<file path="src/rtl/mux_pkg.sv">
// Shared definitions for the two-channel valid/ready arbiter.
//   WIDTH_DEF : default data width of each channel and of the output.
//   state_t   : arbiter FSM states (IDLE, LOCK0, LOCK1).
package mux_pkg;

  localparam int WIDTH_DEF = 8;

  typedef enum logic [1:0] {
    IDLE  = 2'd0,
    LOCK0 = 2'd1,
    LOCK1 = 2'd2
  } state_t;

endpackage

</file>
<file path="src/rtl/mux2x1.sv">
// Plain 2:1 data selector used as the arbiter datapath.
//   I0, I1 : candidate data words
//   s      : select (0 -> I0, 1 -> I1)
//   y      : selected word, combinational
module mux2x1
  import mux_pkg::*;
#(
  parameter int WIDTH = WIDTH_DEF
) (
  input  logic [WIDTH-1:0] I0,
  input  logic [WIDTH-1:0] I1,
  input  logic             s,
  output logic [WIDTH-1:0] y
);

  assign y = s ? I1 : I0;

endmodule

</file>
<file path="src/rtl/mux2x1_arb.sv">
// Merges two valid/ready streams into one registered output stream.
// Round-robin arbitration between bursts; once a channel wins, it keeps the
// grant until it delivers a beat with its last flag set.
//   clk, rst_n     : clock, asynchronous active-low reset
//   I0, v0, l0, r0 : channel 0 data / valid / last / ready
//   I1, v1, l1, r1 : channel 1 data / valid / last / ready
//   y, yv, yl, yr  : output data / valid / last, downstream ready
//   s              : channel that supplied the beat currently held in y
module mux2x1_arb
  import mux_pkg::*;
#(
  parameter int WIDTH = WIDTH_DEF
) (
  input  logic             clk,
  input  logic             rst_n,
  input  logic [WIDTH-1:0] I0,
  input  logic             v0,
  input  logic             l0,
  output logic             r0,
  input  logic [WIDTH-1:0] I1,
  input  logic             v1,
  input  logic             l1,
  output logic             r1,
  output logic [WIDTH-1:0] y,
  output logic             yv,
  output logic             yl,
  input  logic             yr,
  output logic             s
);

  state_t           state;
  state_t           state_nxt;
  logic             ptr;       // last granted channel
  logic             gnt;       // channel granted this cycle
  logic             gnt_vld;   // a grant exists this cycle
  logic             can_load;
  logic             v_g;
  logic             l_g;
  logic             xfer;
  logic [WIDTH-1:0] d_g;

  // Output register is free when empty or when it drains this cycle.
  assign can_load = !yv || yr;
  assign v_g      = gnt ? v1 : v0;
  assign l_g      = gnt ? l1 : l0;
  assign xfer     = can_load && gnt_vld && v_g;

  mux2x1 #(
    .WIDTH(WIDTH)
  ) u_mux (
    .I0(I0),
    .I1(I1),
    .s (gnt),
    .y (d_g)
  );

  // FSM state register
  always_ff @(posedge clk or negedge rst_n) begin
    if (!rst_n) begin
      state <= IDLE;
    end else begin
      state <= state_nxt;
    end
  end

  // FSM next state: lock onto a channel until its last beat transfers
  always_comb begin
    state_nxt = state;
    if (xfer) begin
      if (l_g) begin
        state_nxt = IDLE;
      end else begin
        state_nxt = gnt ? LOCK1 : LOCK0;
      end
    end else if (state != IDLE && state != LOCK0 && state != LOCK1) begin
      state_nxt = IDLE;
    end
  end

  // FSM outputs: grant and readies
  always_comb begin
    gnt     = 1'b0;
    gnt_vld = 1'b0;
    case (state)
      IDLE: begin
        if (v0 && v1) begin
          // Contention goes to the channel that did not win last time.
          gnt_vld = 1'b1;
          gnt     = ~ptr;
        end else if (v0) begin
          gnt_vld = 1'b1;
          gnt     = 1'b0;
        end else if (v1) begin
          gnt_vld = 1'b1;
          gnt     = 1'b1;
        end
      end
      LOCK0: begin
        gnt_vld = 1'b1;
        gnt     = 1'b0;
      end
      LOCK1: begin
        gnt_vld = 1'b1;
        gnt     = 1'b1;
      end
      default: begin
        gnt_vld = 1'b0;
        gnt     = 1'b0;
      end
    endcase
    // Readies are forced low while reset is held, independent of state.
    r0 = rst_n && can_load && gnt_vld && !gnt;
    r1 = rst_n && can_load && gnt_vld && gnt;
  end

  // Output register and round-robin pointer
  always_ff @(posedge clk or negedge rst_n) begin
    if (!rst_n) begin
      y   <= '0;
      yv  <= 1'b0;
      yl  <= 1'b0;
      s   <= 1'b0;
      ptr <= 1'b1;
    end else if (xfer) begin
      y   <= d_g;
      yv  <= 1'b1;
      yl  <= l_g;
      s   <= gnt;
      ptr <= gnt;
    end else if (can_load) begin
      yv  <= 1'b0;
    end
  end

endmodule

</file>
<file path="config.mk">
export PLATFORM = sky130hd
export DESIGN_NAME = mux2x1_arb
export DESIGN_NICKNAME = d
export VERILOG_FILES = /design/src/rtl/mux_pkg.sv /design/src/rtl/mux2x1.sv /design/src/rtl/mux2x1_arb.sv
export SDC_FILE = /design/constraint.sdc
export NUM_CORES = 1
export LEC_CHECK = 0
export CORE_UTILIZATION = 41
export CTS_CLUSTER_DIAMETER = 30
export DETAILED_ROUTE_END_ITERATION = 12
export PLACE_DENSITY = 0.78
export SKIP_CTS_REPAIR_TIMING = 1
export SLEW_MARGIN = 20
export SYNTH_ARGS = -nofsm -noshare
export SYNTH_HDL_FRONTEND = slang
export SYNTH_SLANG_ARGS = --single-unit
</file>
<file path="constraint.sdc">
create_clock -name clk -period 2.3 [get_ports clk]
set_clock_uncertainty 0.15 [all_clocks]
set_input_delay 0.23 -clock clk [delete_from_list [all_inputs] [get_ports clk]]
set_output_delay 0.23 -clock clk [all_outputs]
set_load 0.05 [all_outputs]
</file>
==> flow_summary.yaml, run 1 <==
outcome:
  status: "completed"
placement:
  hpwlAfterDp_um: 1370
  routabilityCongestion: 0.720
  port_buffers: 35
  pre_cts_ws_ps: 179
  dp_cells: 125
clock_network:
  root_buffer: "clkbuf_4"
  clockBufferDepth: 2
  cts_made_buffers: 3
  insertion_delay_ps: 280
  cts_sinks: 14
  path_clk_slew_ps: 90
  ctsHtreeMaxLevel: 1
  cts_tree: "done"
setup_path:
  path_class: "reg -> out"
  cp.required_ps: 1920
  r2r.worst_path.cells: 5
  cp_data_arrival_time_ps: 1700
  crit_fanout: 5
  startpoint_type: "register"
  worstSetupEndpointType: "output port"
floorplanning:
  row_count: 16
  die_area_sq_mm: 0.00227
  core_sq_mm: 0.00196
  initial_core_util: 0.435
  die_x_um: 47.6
  pin_count: 36
  die_height_um: 47.6
synthesis:
  synth_compound_gate_area_share: 0.0894
  syn_avg_cell_area_sq_um: 13.8
  synth_warnings: 0
  synthAdderAreaFrac: 0.0440
  syn-num-nets: 88
  synth_top_family_by_area: "multiplexers"
  netlist_area_sq_um: 853
  synthSimpleGateAreaFrac: 0.0543
  muxShareOfSynthArea: 0.361
  synth_top_cell_by_area: "dfrtp_1"
  ys_seq_area_frac: 0.412
  ys.flop_type: "dfrtp_1"
  synth_xor_area_frac: 0
  ys_ff_latch: 14
  synth_enable_flop_cells: 0
  postSynth.asyncResetShare: 1.00
  syn_inst: 62
  netlist_top_cells_area: "dfrtp_1, mux2_4, ha_1"
  ys_types: 21
  synth_top_area_frac: 0.381
sta:
  hold_viol_final: 0
  fin_crit_sh: 0.904
  timing.fmax_mhz: 481
  slew_violations: 0
  fin_ws_ps: 220
  slew-limit-headroom: 0.660
  layout_min_cycle_time_ps: 2080
  setup_viol: 0
  tns_ps: 0
  rsz0062_at_grt: "no"
  whs_ps: 154
  max_slew.worst_pin.slew_ps: 508
grt:
  overflow: 0
  antenna_found_initial: 0
  grt_pass1_wl_um: 2720
  grt_pass1_vias: 631
  grt_max_degree: 15
  gr-usage-all-layers: 0.182
route:
  drtAntennaViolNets: 0
  viasPerCell: 4.90
  met1Wirelength_um: 782
  wl_per_cell_um: 13.8
  first_iter_violations: 1
  highest_layer: "met4"
  wl_met3_um: 111
  drtPass1Iterations: 2
  wl_um: 1790
  dr_total_vias: 632
  drc: 0
  dr_wl_met2_um: 850
pwr:
  worst_ir_drop_vdd_uv: 828
  p_leak_nw: 0.589
  p_per_area_mw_per_mm2: 1690
layout:
  fin_nets: 129
  area_growth_pct: 51.2
  layout-drive-gt1-share: 0.343
  fin_util: 0.658
  fin_cells: 129
  antenna_cells: 0
job:
  maxCapViolations: 0
min_path:
  hold_path.class: "in -> async"
-- critical path: stages (launching register included) --
cell      delay (ps)
dfrtp_1          400
inv_1            110
ha_1             270
o21ai_0          120
nand2b_1         110
nand3_1          110
nor2_2           150
buf_12           150
-- per-stage QoR --
| step | power [mW] | cell area [sq um] |
|---|---|---|
| 4_1_cts | 2.19 | 1290 |
| 2_1_floorplan | 1.60 | 853 |
| 5_1_grt | 2.29 | 1290 |
| 3_3_place_gp | 1.97 | 1250 |
| 3_5_place_dp | 2.00 | 1250 |
| 6_report | 2.17 | 1290 |
-- final timing paths --
check / start / to / slack [ps]
worst max-delay path: state[0] / r0 / 220
worst min-delay path: rst_n / y[4] / 150
worst max register to register: state[0] / y[4] / 340
worst min register to register: y[4] / y[4] / 360
max in group asynchronous: rst_n / ptr / 1610
min in group clk: y[4] / y[4] / 360
-- Yosys cell counts, drive strengths merged, types with 2 or more instances --
cell,number
ha,3
mux2,21
nor2b,2
nand2,2
inv,3
dfrtp,13
buf,2
nor2,4
-- metal layers --
| metal | up-vias | GRT usage |
|---|---|---|
| met4 | 0 | 0.144 |
| li1 | 302 | - |
| met2 | 27 | 0.307 |
| met1 | 298 | 0.200 |
| met5 | - | 0 |
| met3 | 5 | 0.0340 |
-- where the power goes --
group | total, mW | switching [mW] | internal, mW | leakage (nW)
registers | 0.460 | 0.0766 | 0.383 | 0.166
clock network | 0.178 | 0.0821 | 0.0964 | 0.0210
logic | 1.54 | 0.794 | 0.742 | 0.402
total | 2.17 | 0.953 | 1.22 | 0.589
-- sequential cells by signal, summed over array words and instances, names as in the netlist --
| name | cells |
|---|---|
| s | 1 |
| yv | 1 |
| ptr | 1 |
| y | 8 |
| yl | 1 |
| state | 2 |
-- area by class of cell --
type	instances	area, sq um
tap	27	33.8
timing repair buffer	38	380
clock buffer	4	36.3
sequential	14	352
inverter	3	11.3
fill	165	672
multi-input combinational	43	477
-- cell families after synthesis --
| family | Yosys count |
|---|---|
| AO/OA/AOI/OAI | 9 |
| adder cells (fa/ha/maj) | 3 |
| buffers and inverters | 5 |
| flip-flops | 14 |
| multiplexers | 21 |
| AND/OR/NAND/NOR | 10 |
-- placed cells by master, fill, tap and decap left out --
cell,n
a21o_1,1
a21oi_1,1
a31o_2,1
a31oi_2,1
buf_12,1
buf_4,4
clkbuf_4,3
clkbuf_8,1
clkdlybuf4s50_1,33
dfrtp_1,13
dfstp_2,1
ha_1,3
inv_1,3
mux2_2,2
mux2_4,19
nand2_1,2
nand2b_1,1
nand3_1,1
nor2_1,3
nor2_2,1
nor2b_1,2
o2111ai_1,1
o21a_1,1
o21ai_0,1
o221a_4,1
o31ai_1,1
Power figures use the tool's default switching activity.
==> run 2: changes to the inputs <==
- ABC_CLOCK_PERIOD_IN_PS: default -> 2300
- CORE_MARGIN: default -> 2
- PLACE_DENSITY: 0.78 -> 0.83
==> run 2 against run 1 <==
  * First-iteration DRC count rose to 8.0 times the previous value
  * Utilization is the same
  * Final area did not move
  * Count of clock-buffer cells in the layout unchanged
  * Largest cell class unchanged
  * Critical endpoint unchanged
  * Hold slack worse by 11 ps
  * Flip-flop and latch count unchanged
==> flow_summary.yaml, run 2 (synthesis results as in run 1) <==
route:
  drc: 0
  drtAntennaViolNets: 0
  wl_per_cell_um: 14.3
  first_iter_violations: 8
  viasPerCell: 4.91
  wl_um: 1840
  drtPass1Iterations: 2
  dr_total_vias: 634
sta:
  fin_ws_ps: 187
  slew-limit-headroom: 0.659
  max_slew.worst_pin.slew_ps: 510
  slew_violations: 0
  hold_viol_final: 0
  timing.fmax_mhz: 473
  rsz0062_at_grt: "no"
  fin_crit_sh: 0.919
  layout_min_cycle_time_ps: 2110
  tns_ps: 0
  setup_viol: 0
outcome:
  status: "completed"
setup_path:
  cp.required_ps: 1920
  startpoint_type: "register"
  path_class: "reg -> out"
  cp_data_arrival_time_ps: 1730
  worstPathCellList: "inv_1 > ha_2 > o21ai_0 > nand2b_1 > nand3_1 > nor2_1 > buf_12"
  r2r.worst_path.cells: 4
  max_stage_delay_ps: 390
  cp_num_cells: 7
  crit_fanout: 5
  crit_buf_inv: 2
  path_delay_family: "simple AND/OR/NAND/NOR gates"
  worstSetupEndpointType: "output port"
  crit_slowest_cell: "dfrtp_1"
placement:
  port_buffers: 35
  pre_cts_ws_ps: 199
  hpwlAfterDp_um: 1440
  dp_cells: 125
  routabilityCongestion: 0.723
floorplanning:
  die_area_sq_mm: 0.00246
  row_count: 16
  core_sq_mm: 0.00196
  initial_core_util: 0.435
  pin_count: 36
  die_height_um: 49.6
  die_x_um: 49.6
layout:
  fin_nets: 129
  largest_registers: "y x8, state x2"
  fin_cells: 129
  layout-drive-gt1-share: 0.343
  regMostFlops: "y"
  fin_util: 0.658
  layout_commonest_cell: "clkdlybuf4s50_1"
  area_growth_pct: 51.2
  antenna_cells: 0
  final_cell_mix: "clkdlybuf4s50_1, mux2_4, dfrtp_1, nor2_1, buf_4"
  largest_reg_flops: 8
grt:
  gr-usage-all-layers: 0.174
  antenna_found_initial: 0
  grt_max_degree: 15
  grt_pass1_wl_um: 3240
  overflow: 0
  grt_pass1_vias: 710
clock_network:
  insertion_delay_ps: 280
  clockBufferDepth: 2
  root_buffer: "clkbuf_4"
  cts_made_buffers: 3
  cts_tree: "done"
  cts_sinks: 14
  ctsHtreeMaxLevel: 1
  path_clk_slew_ps: 90
pwr:
  total_power_mw: 2.18
  worst_ir_drop_vdd_uv: 922
  swShare: 0.437
  p_per_area_mw_per_mm2: 1690
  intPower_mw: 1.22
  p_sw_mw: 0.951
  combPwrFrac: 0.707
  clkPwrFrac: 0.082
  p_leak_nw: 0.588
  power_frac_seq: 0.211
job:
  maxCapViolations: 0
min_path:
  hold_path.class: "in -> async"
[run 2: layer usage]
layer	track usage	vias to the layer above	share of wire
li1	-	302	-
met1	0.203	303	0.40
met2	0.293	25	0.52
met3	0.0424	4	0.069
met4	0.0880	0	0.016
met5	0	-	0
[run 2: power groups by stage]
| stage | combinational, mW | sequential (mW) | clock [mW] |
|---|---|---|---|
| after floorplan | 0.801 | 0.801 | 0 |
| after CTS | 1.54 | 0.461 | 0.180 |
| after detailed placement | 1.54 | 0.464 | 0 |
| final | 1.54 | 0.459 | 0.178 |
| after global routing | 1.62 | 0.481 | 0.189 |
| after global placement | 1.51 | 0.457 | 0 |
[run 2: area by class of cell]
| cell class | instances | area, sq um |
|---|---|---|
| clock buffer | 4 | 36.3 |
| fill | 161 | 672 |
| inverter | 3 | 11.3 |
| multi-input combinational | 43 | 477 |
| sequential | 14 | 352 |
| tap | 27 | 33.8 |
| timing repair buffer | 38 | 380 |
[run 2: path summary, 6_finish.rpt]
kind	from	end	slack, ps
setup / recovery	state[0]	r0	190
hold / removal	rst_n	y[4]	140
setup reg to reg	state[1]	y[4]	350
hold reg to reg	s	s	370
max in group asynchronous	rst_n	ptr	1620
min in group clk	s	s	370
[run 2: stage by stage]
| stage | instance area, sq um | hold slack (ps) |
|---|---|---|
| 5_1_grt | 1290 | 171 |
| 2_1_floorplan | 853 | -216 |
| 3_5_place_dp | 1250 | 343 |
| 3_3_place_gp | 1250 | 336 |
| 6_report | 1290 | 143 |
| 4_1_cts | 1290 | 148 |
